===== src/rtl/spi_flash_cmd_engine.sv =====
// spi_flash_cmd_engine
// Issues one of three commands (RDID, RDSR, READ) to an M25P16 serial PROM over SPI mode 0 and
// stores the bytes it receives in a small buffer that the display logic reads by index.
//
// Parameters:
//   CLK_DIV   - SPICLK half-period in CCLK cycles (>= 1)
//   MAX_BYTES - receive buffer depth in bytes (>= 3)
//   LEN_W     - width of len
//   IDX_W     - width of rd_idx
// Ports:
//   CCLK, reset_btn           - system clock, asynchronous active-high reset
//   start, cmd_sel, addr, len - command request (sampled only while idle)
//   busy, done, err           - status; done is a one-cycle pulse, err is held until next start
//   rd_idx, rd_data           - combinational buffer read port (8'hFF beyond MAX_BYTES)
//   SPICLK, SPIMOSI, SPIMISO, cs_prom_n - PROM pins
`timescale 1ns / 1ps

module spi_flash_cmd_engine #(
  parameter int unsigned CLK_DIV   = 2,
  parameter int unsigned MAX_BYTES = 4,
  parameter int unsigned LEN_W     = $clog2(MAX_BYTES + 1),
  parameter int unsigned IDX_W     = 3
) (
  input  logic             CCLK,
  input  logic             reset_btn,
  input  logic             start,
  input  logic [1:0]       cmd_sel,
  input  logic [23:0]      addr,
  input  logic [LEN_W-1:0] len,
  output logic             busy,
  output logic             done,
  output logic             err,
  input  logic [IDX_W-1:0] rd_idx,
  output logic [7:0]       rd_data,
  output logic             SPICLK,
  output logic             SPIMOSI,
  input  logic             SPIMISO,
  output logic             cs_prom_n
);

  localparam int unsigned DivW = (CLK_DIV > 1) ? $clog2(CLK_DIV) : 1;
  localparam int unsigned BufW = $clog2(MAX_BYTES);
  localparam logic [DivW-1:0] DivLast = DivW'(CLK_DIV - 1);

  typedef enum logic [2:0] {
    StIdle,
    StCsSetup,
    StShiftOp,
    StShiftAddr,
    StShiftData,
    StCsHold,
    StDone
  } state_e;

  state_e           state_q, state_d;
  logic [DivW-1:0]  div_q, div_d;
  logic             phase_q, phase_d;      // 0: SPICLK low half of a bit, 1: high half
  logic [4:0]       bit_q, bit_d;
  logic [LEN_W-1:0] byte_q, byte_d;
  logic [LEN_W-1:0] nbytes_q, nbytes_d;
  logic             is_read_q, is_read_d;
  logic [31:0]      tx_q, tx_d;            // {opcode, addr}; bit 31 drives MOSI
  logic [7:0]       rx_q, rx_d;
  logic             err_q, err_d;
  logic             sclk_q, sclk_d;
  logic             mosi_q, mosi_d;
  logic             cs_n_q, cs_n_d;

  logic             half_end;
  logic             reject;
  logic [7:0]       opcode;
  logic [LEN_W-1:0] req_bytes;
  logic             wr_en;
  logic [BufW-1:0]  wr_idx;
  logic [7:0]       buf_q [MAX_BYTES];

  always_comb begin
    state_d   = state_q;
    div_d     = div_q;
    phase_d   = phase_q;
    bit_d     = bit_q;
    byte_d    = byte_q;
    nbytes_d  = nbytes_q;
    is_read_d = is_read_q;
    tx_d      = tx_q;
    rx_d      = rx_q;
    err_d     = err_q;
    wr_en     = 1'b0;
    wr_idx    = BufW'(byte_q);
    half_end  = (div_q == DivLast);

    // Request decode, only consumed in StIdle.
    opcode    = 8'h00;
    req_bytes = LEN_W'(3);
    reject    = 1'b0;
    case (cmd_sel)
      2'b00: begin
        opcode    = 8'h9F;
        req_bytes = LEN_W'(3);
      end
      2'b01: begin
        opcode    = 8'h05;
        req_bytes = LEN_W'(1);
      end
      2'b10: begin
        opcode    = 8'h03;
        req_bytes = len;
        reject    = (len == '0) || (32'(len) > MAX_BYTES);
      end
      default: reject = 1'b1;
    endcase

    case (state_q)
      StIdle: begin
        if (start) begin
          is_read_d = (cmd_sel == 2'b10);
          nbytes_d  = req_bytes;
          tx_d      = {opcode, addr};
          err_d     = reject;
          div_d     = '0;
          phase_d   = 1'b0;
          bit_d     = '0;
          byte_d    = '0;
          state_d   = reject ? StDone : StCsSetup;
        end
      end
      StCsSetup: begin
        if (half_end) begin
          div_d   = '0;
          state_d = StShiftOp;
        end else begin
          div_d = div_q + 1'b1;
        end
      end
      StShiftOp, StShiftAddr, StShiftData: begin
        if (!half_end) begin
          div_d = div_q + 1'b1;
        end else begin
          div_d = '0;
          if (!phase_q) begin
            // Rising SPICLK: sample MISO (slave changed it on the previous falling edge).
            phase_d = 1'b1;
            if (state_q == StShiftData) rx_d = {rx_q[6:0], SPIMISO};
          end else begin
            // Falling SPICLK ends the bit; MOSI advances here.
            phase_d = 1'b0;
            tx_d    = {tx_q[30:0], 1'b0};
            bit_d   = bit_q + 5'd1;
            if (state_q == StShiftOp && bit_q == 5'd7) begin
              bit_d   = '0;
              state_d = is_read_q ? StShiftAddr : StShiftData;
            end
            if (state_q == StShiftAddr && bit_q == 5'd23) begin
              bit_d   = '0;
              state_d = StShiftData;
            end
            if (state_q == StShiftData && bit_q == 5'd7) begin
              bit_d  = '0;
              wr_en  = 1'b1;
              byte_d = byte_q + 1'b1;
              if (byte_q == nbytes_q - LEN_W'(1)) state_d = StCsHold;
            end
          end
        end
      end
      StCsHold: begin
        if (half_end) begin
          div_d   = '0;
          state_d = StDone;
        end else begin
          div_d = div_q + 1'b1;
        end
      end
      StDone:  state_d = StIdle;
      default: state_d = StIdle;
    endcase

    // Pin values are derived from next state so the pins come straight from flops.
    sclk_d = (state_d inside {StShiftOp, StShiftAddr, StShiftData}) && phase_d;
    cs_n_d = !(state_d inside {StCsSetup, StShiftOp, StShiftAddr, StShiftData, StCsHold});
    mosi_d = (state_d inside {StCsSetup, StShiftOp, StShiftAddr}) ? tx_d[31] : 1'b0;
  end

  always_ff @(posedge CCLK or posedge reset_btn) begin
    if (reset_btn) begin
      state_q   <= StIdle;
      div_q     <= '0;
      phase_q   <= 1'b0;
      bit_q     <= '0;
      byte_q    <= '0;
      nbytes_q  <= '0;
      is_read_q <= 1'b0;
      tx_q      <= '0;
      rx_q      <= '0;
      err_q     <= 1'b0;
      sclk_q    <= 1'b0;
      mosi_q    <= 1'b0;
      cs_n_q    <= 1'b1;
    end else begin
      state_q   <= state_d;
      div_q     <= div_d;
      phase_q   <= phase_d;
      bit_q     <= bit_d;
      byte_q    <= byte_d;
      nbytes_q  <= nbytes_d;
      is_read_q <= is_read_d;
      tx_q      <= tx_d;
      rx_q      <= rx_d;
      err_q     <= err_d;
      sclk_q    <= sclk_d;
      mosi_q    <= mosi_d;
      cs_n_q    <= cs_n_d;
    end
  end

  always_ff @(posedge CCLK or posedge reset_btn) begin
    if (reset_btn) begin
      for (int i = 0; i < int'(MAX_BYTES); i++) buf_q[i] <= 8'h00;
    end else if (wr_en) begin
      buf_q[wr_idx] <= rx_q;
    end
  end

  assign rd_data   = (32'(rd_idx) < MAX_BYTES) ? buf_q[BufW'(rd_idx)] : 8'hFF;
  assign busy      = state_q inside {StCsSetup, StShiftOp, StShiftAddr, StShiftData, StCsHold};
  assign done      = (state_q == StDone);
  assign err       = err_q;
  assign SPICLK    = sclk_q;
  assign SPIMOSI   = mosi_q;
  assign cs_prom_n = cs_n_q;

endmodule


===== config.mk =====
export PLATFORM = sky130hd
export DESIGN_NAME = spi_flash_cmd_engine
export DESIGN_NICKNAME = d
export VERILOG_FILES = /design/src/rtl/spi_flash_cmd_engine.sv
export SDC_FILE = /design/constraint.sdc
export NUM_CORES = 1
export LEC_CHECK = 0
export ABC_AREA = 1
export BUFFER_PORTS_ARGS = -buffer_cell sky130_fd_sc_hd__buf_2
export CAP_MARGIN = 20
export CELL_PAD_IN_SITES_DETAIL_PLACEMENT = 1
export CELL_PAD_IN_SITES_GLOBAL_PLACEMENT = 1
export CORE_MARGIN = 2
export CORE_UTILIZATION = 45
export DETAILED_ROUTE_END_ITERATION = 8
export PLACE_DENSITY_LB_ADDON = 0.25
export SYNTH_ARGS = -nofsm -noshare
export SYNTH_HDL_FRONTEND = slang
export SYNTH_SLANG_ARGS = --single-unit

===== constraint.sdc =====
create_clock -name CCLK -period 4.6 [get_ports CCLK]
set_input_delay 0.23 -clock CCLK [delete_from_list [all_inputs] [get_ports CCLK]]
set_output_delay 0.23 -clock CCLK [all_outputs]
set_load 0.03 [all_outputs]

# Word-level counts from Yosys, hierarchy flattened
# Index checks and enable logic that the tools add are counted.
# Widths: inputs -> output; s select.
# totals
reg_bits,93
input_bits,36
out_inout_bits,14
word_cells,124
# op_classes
add_sub_neg,4
magnitude_cmp,5
n_eq_ne,20
mux,50
n_bitwise,3
reduce_logical,24
# op_table
op,n
$mux 32,3
$pmux 32 s2,1
$mux 3,15
$bwmux 32,1
$mux 8,4
$mux 5,6
$pmux 8 s3,1
$bmux 8 s2,1
$demux 8 s2,1
$eq 3x3->1 const B,5
$eq 3x2->1 const B,4
$pmux 3 s2,2
$pmux 3 s4,1
$mux 1,10
$pmux 5 s2,1
$reduce_bool 5->1,2
$ne 2x2->1 const B,4
$reduce_and 4->1,2
$eq 3x1->1 const B,2
$ge 3x3->1 const B,2
$logic_not 3->1,2
$not 2->3,2
$pmux 1 s2,3
$reduce_bool 3->1,2
other kinds (23),29

# Longest topological paths before layout
# logic_depth
ltp_word,12
depth_mapped,15
mapped_depth_nobuf,15

# Worst setup path before layout
# Ideal clock, no wire load.
# synth_timing
path_kind,reg2reg
from,register bit_q[0]
to,register buf_q[16] (netlist name)
setup_time_ns,0.127
arrival_ns,1.510
required_ns,4.473
slack_ns,2.963
stages_incl_launch_ff,12
path_buffers,1
path_cell_list,dfrtp_1 > ha_1 > nand2_1 > nor2_1 > nand2_1 > nor2_2 > nand2_1 > inv_2 > nand2_1 > buf_2 > nand2_1 > o21ai_0
# synth_between
elab_chain_cells,6
# synth_rtl
item,line,rtl
"start, declared",58,"logic [4:0] bit_q, bit_d;"
"start signal, assigned",203,bit_q <= bit_d;
$eq 5x3->1,157,if (state_q == StShiftData && bit_q == 5'd7) begin
$logic_and 1x1->1,157,
$mux 1,157,
$mux 1,140,if (!phase_q) begin
$mux 1,136,if (!half_end) begin
$mux 1,113,case (state_q)
"end signal, assigned by index",220,buf_q[wr_idx] <= rx_q;
"end, declared",75,logic [7:0] buf_q [MAX_BYTES];
# No other way between the ends.
# A chain may end at the register's enable or synchronous reset.

# Worst setup path in the final report
# layout_timing
from,register state_q[1]
to,register byte_q[0]
# layout_between
elab_chain_cells,4
elab_cells_between_ends,13
cone_classes,7 x eq/ne; 1 x mux; 5 x reduce/logical
# layout_rtl
item,line,rtl
"start, declared",55,"state_e state_q, state_d;"
"start signal, assigned",186,state_q <= StIdle;
"start signal, assigned",200,state_q <= state_d;
$eq 3x2->1 / $eq 3x3->1 (equally long branches),"113, 157",
$reduce_or 3->1 / $logic_and 1x1->1 (equally long branches),"113, 157",
$ne 2x2->1 (no source line) / $reduce_bool 2->1 (equally long branches),-,
$reduce_and 5->1 (no source line),-,
"end signal, assigned",204,byte_q <= byte_d;
"end, declared",59,"logic [LEN_W-1:0] byte_q, byte_d;"
# Several ways; a longest one is shown, not always the timed one.

==> reports/qor.yml <==
synth_top_family_by_area: "simple AND/OR/NAND/NOR gates"
routed_wl_mm: 10.51
grt_pass1_wl_mm: 17.75
critPathArrivalTime_ns: 2.76
crit_buf_inv: 2
crit_type: "reg -> reg"
timing.final.ws_setup_ns: 2.136
critical_path_required_ns: 4.90
post_dp_cell_area_sq_um: 4806
clock_skew_ns: 0.007767
grt_overflow: 0
cp_max_fo: 30
violations: "negative hold slack"
cts_buffers: 9
route.detailed.drc: 0
io_pins: 50
cp-start-kind: "register"
clockBufferDepth: 2
chipWidth_um: 104.1
synth_fa_ha_area_share_pct: 3.050
synth-edff-count: 0
power_density_nw_per_um2: 558.9
vdd_drop_max_mv: 0.2521
gp_congestion: 0.7835
maxCapViolCount: 0
htree_levels: 3
muxShareOfSynthArea_pct: 1.774
dp_hpwl_mm: 7.349
vias_per_cell: 5.201
final_layout_size_suffix_gt1_share_pct: 19.89
slowest_stage: "o21ai_4"
antenna_found_initial: 0
critPathMaxStageDelay_ns: 0.85
avgSynthCellArea_sq_um: 9.117
final_common_cell: "nand2_1"
grt_max_degree: 49
syn_nets: 542
cts_root_buf: "clkbuf_8"
tns_ns: 0
path_cells: "nor2_2, nand2_2, inv_2, nor2_8, o21ai_4, inv_2, nand2_1, nor2_1, a21oi_1"
syn_area_sq_um: 4513
design_area_sq_um: 5016
hold_class: "in -> async"
synthCells: 495
synth_xor_area_share_pct: 0.9703
cts_hold_repair.buffers: 0
vias: 3516
coreArea_sq_um: 9774
antenna_left: 0
area_growth_pct: 11.14
max_freq_mhz: 405.8
synth_largest_area_cell: "dfrtp_1"
cts_resized: 0
end_kind: "register"
grt_pass1_vias: 3714
synth_cell_types: 37
ys_seq_area_share_pct: 51.59
grt_use_total_pct: 20.67
slew-limit-headroom_pct: 28.40
synth.ff_latch_count: 93
hold_slack_ns: -0.01625
yosys.area_share.simple_pct: 17.94
start_util_pct: 46.17
avgRoutedWirePerCell_um: 15.55
first_pass_iters: 4
synth_compound_area_share_pct: 16.61
yosys_warnings: 0
num_rows: 36
p_leak_nw: 2.448
tritoncts: "built"
diodes: 0
port_buffers: 49
synth.area.top_cells: "dfrtp_1 (51%), nand2_1 (10%), o21ai_0 (4.9%)"
fin_nets: 585
yosys.area.top_type_share_pct: 51.01
post-route-period-util_pct: 53.57
postSynth.asyncResetShare_pct: 100.0
clkLatencyLatePin_ns: 0.37
postCtsSetupBuffers: 0
setup_viol: 0
worst_pin_slew_ns: 1.070
layout_common_cells: "nand2_1 (122), dfrtp_1 (92), inv_1 (56)"
drtIter0Drc: 142
rsz0062_at_grt: "no"
fin_crit_ns: 2.464
finalHoldViolCount: 15
clkSinkCount: 93
drv_slew: 0
place_ws_ns: 2.150
cp_top_family: "compound AO/OA/AOI/OAI gates"
clk_pin_slew_ns: 0.09
ys.flop_type: "dfrtp_1"
timing.critical_path.mode_cell: "inv_2"
die_h_um: 104.1
dieArea_sq_um: 10850
outcome: "finished, violations left"
[per-stage QoR]
stage	utilization, %	instances	power [mW]
floorplan	-	495	2.075
global placement	49.17	660	2.180
detailed placement	49.17	660	2.237
CTS	51.32	676	2.834
global route	51.32	676	3.018
finish	51.32	676	2.803
[state kept, by name (all words and copies together), names as in the netlist]
signal / flops
cs_prom_n: 1
rx_q: 8
div_q: 1
is_read_q: 1
SPIMOSI: 1
byte_q: 3
SPICLK: 1
state_q: 3
phase_q: 1
bit_q: 5
buf_q: 32
tx_q: 32
nbytes_q: 3
err: 1
[layout make-up]
class	count	area, sq um
repair buffers	50	252.7
fillers	1186	4758
flip-flops and latches	93	2328
well taps	133	166.4
clock buffers	12	155.1
inverters	63	237.7
multi-input cells	321	1821
clock inverters	4	55.05
[Yosys cell counts (3+ instances only)]
cell,n
ha_1,11
o22ai_1,4
o211ai_1,17
nor2_4,3
xor2_1,3
dfrtp_1,92
o21ai_1,8
mux2i_1,8
o221ai_1,5
nand2_1,122
buf_2,4
nor2_1,11
buf_6,3
clkbuf_1,8
a22oi_1,24
nand2_2,24
o21ai_0,44
inv_2,6
inv_1,57
nand3_1,11
a21oi_1,9
[path summary, 6_finish.rpt]
| check | start | cells past startpoint | endpoint | slack [ns] |
|---|---|---|---|---|
| worst max-delay path | state_q[1] | 9 | byte_q[0] | 2.14 |
| worst min-delay path | reset_btn | 2 | tx_q[12] | -0.02 |
| worst max register to register | state_q[1] | 9 | byte_q[0] | 2.14 |
| worst min register to register | rx_q[4] | 2 | rx_q[4] | 0.49 |
| max in group asynchronous | reset_btn | 3 | rx_q[5] | 3.53 |
| min in group CCLK | addr[4] | 3 | tx_q[4] | 0.09 |
[where the power goes]
group	switching (mW)	internal, mW	total, mW
sequential	0.135	1.01	1.15
combinational	0.730	0.342	1.07
clock	0.298	0.284	0.583
total	1.16	1.64	2.80
[metal layers]
layer / up-vias / global-route usage (%) / share of wire, %
met5: - / 0 / 0
met4: 0 / 8.398 / 1.6
met3: 15 / 4.386 / 3.6
met2: 52 / 36.00 / 51
met1: 1730 / 24.95 / 44
li1: 1719 / - / -
[cell families after synthesis]
logic type               count (synthesis)
multiplexers                             8
adder cells (fa/ha/maj)                 11
AO/OA/AOI/OAI                          118
buffers and inverters                   81
XOR/XNOR                                 5
flip-flops                              93
AND/OR/NAND/NOR                        179
No activity file was read; power rests on OpenSTA's default activity.
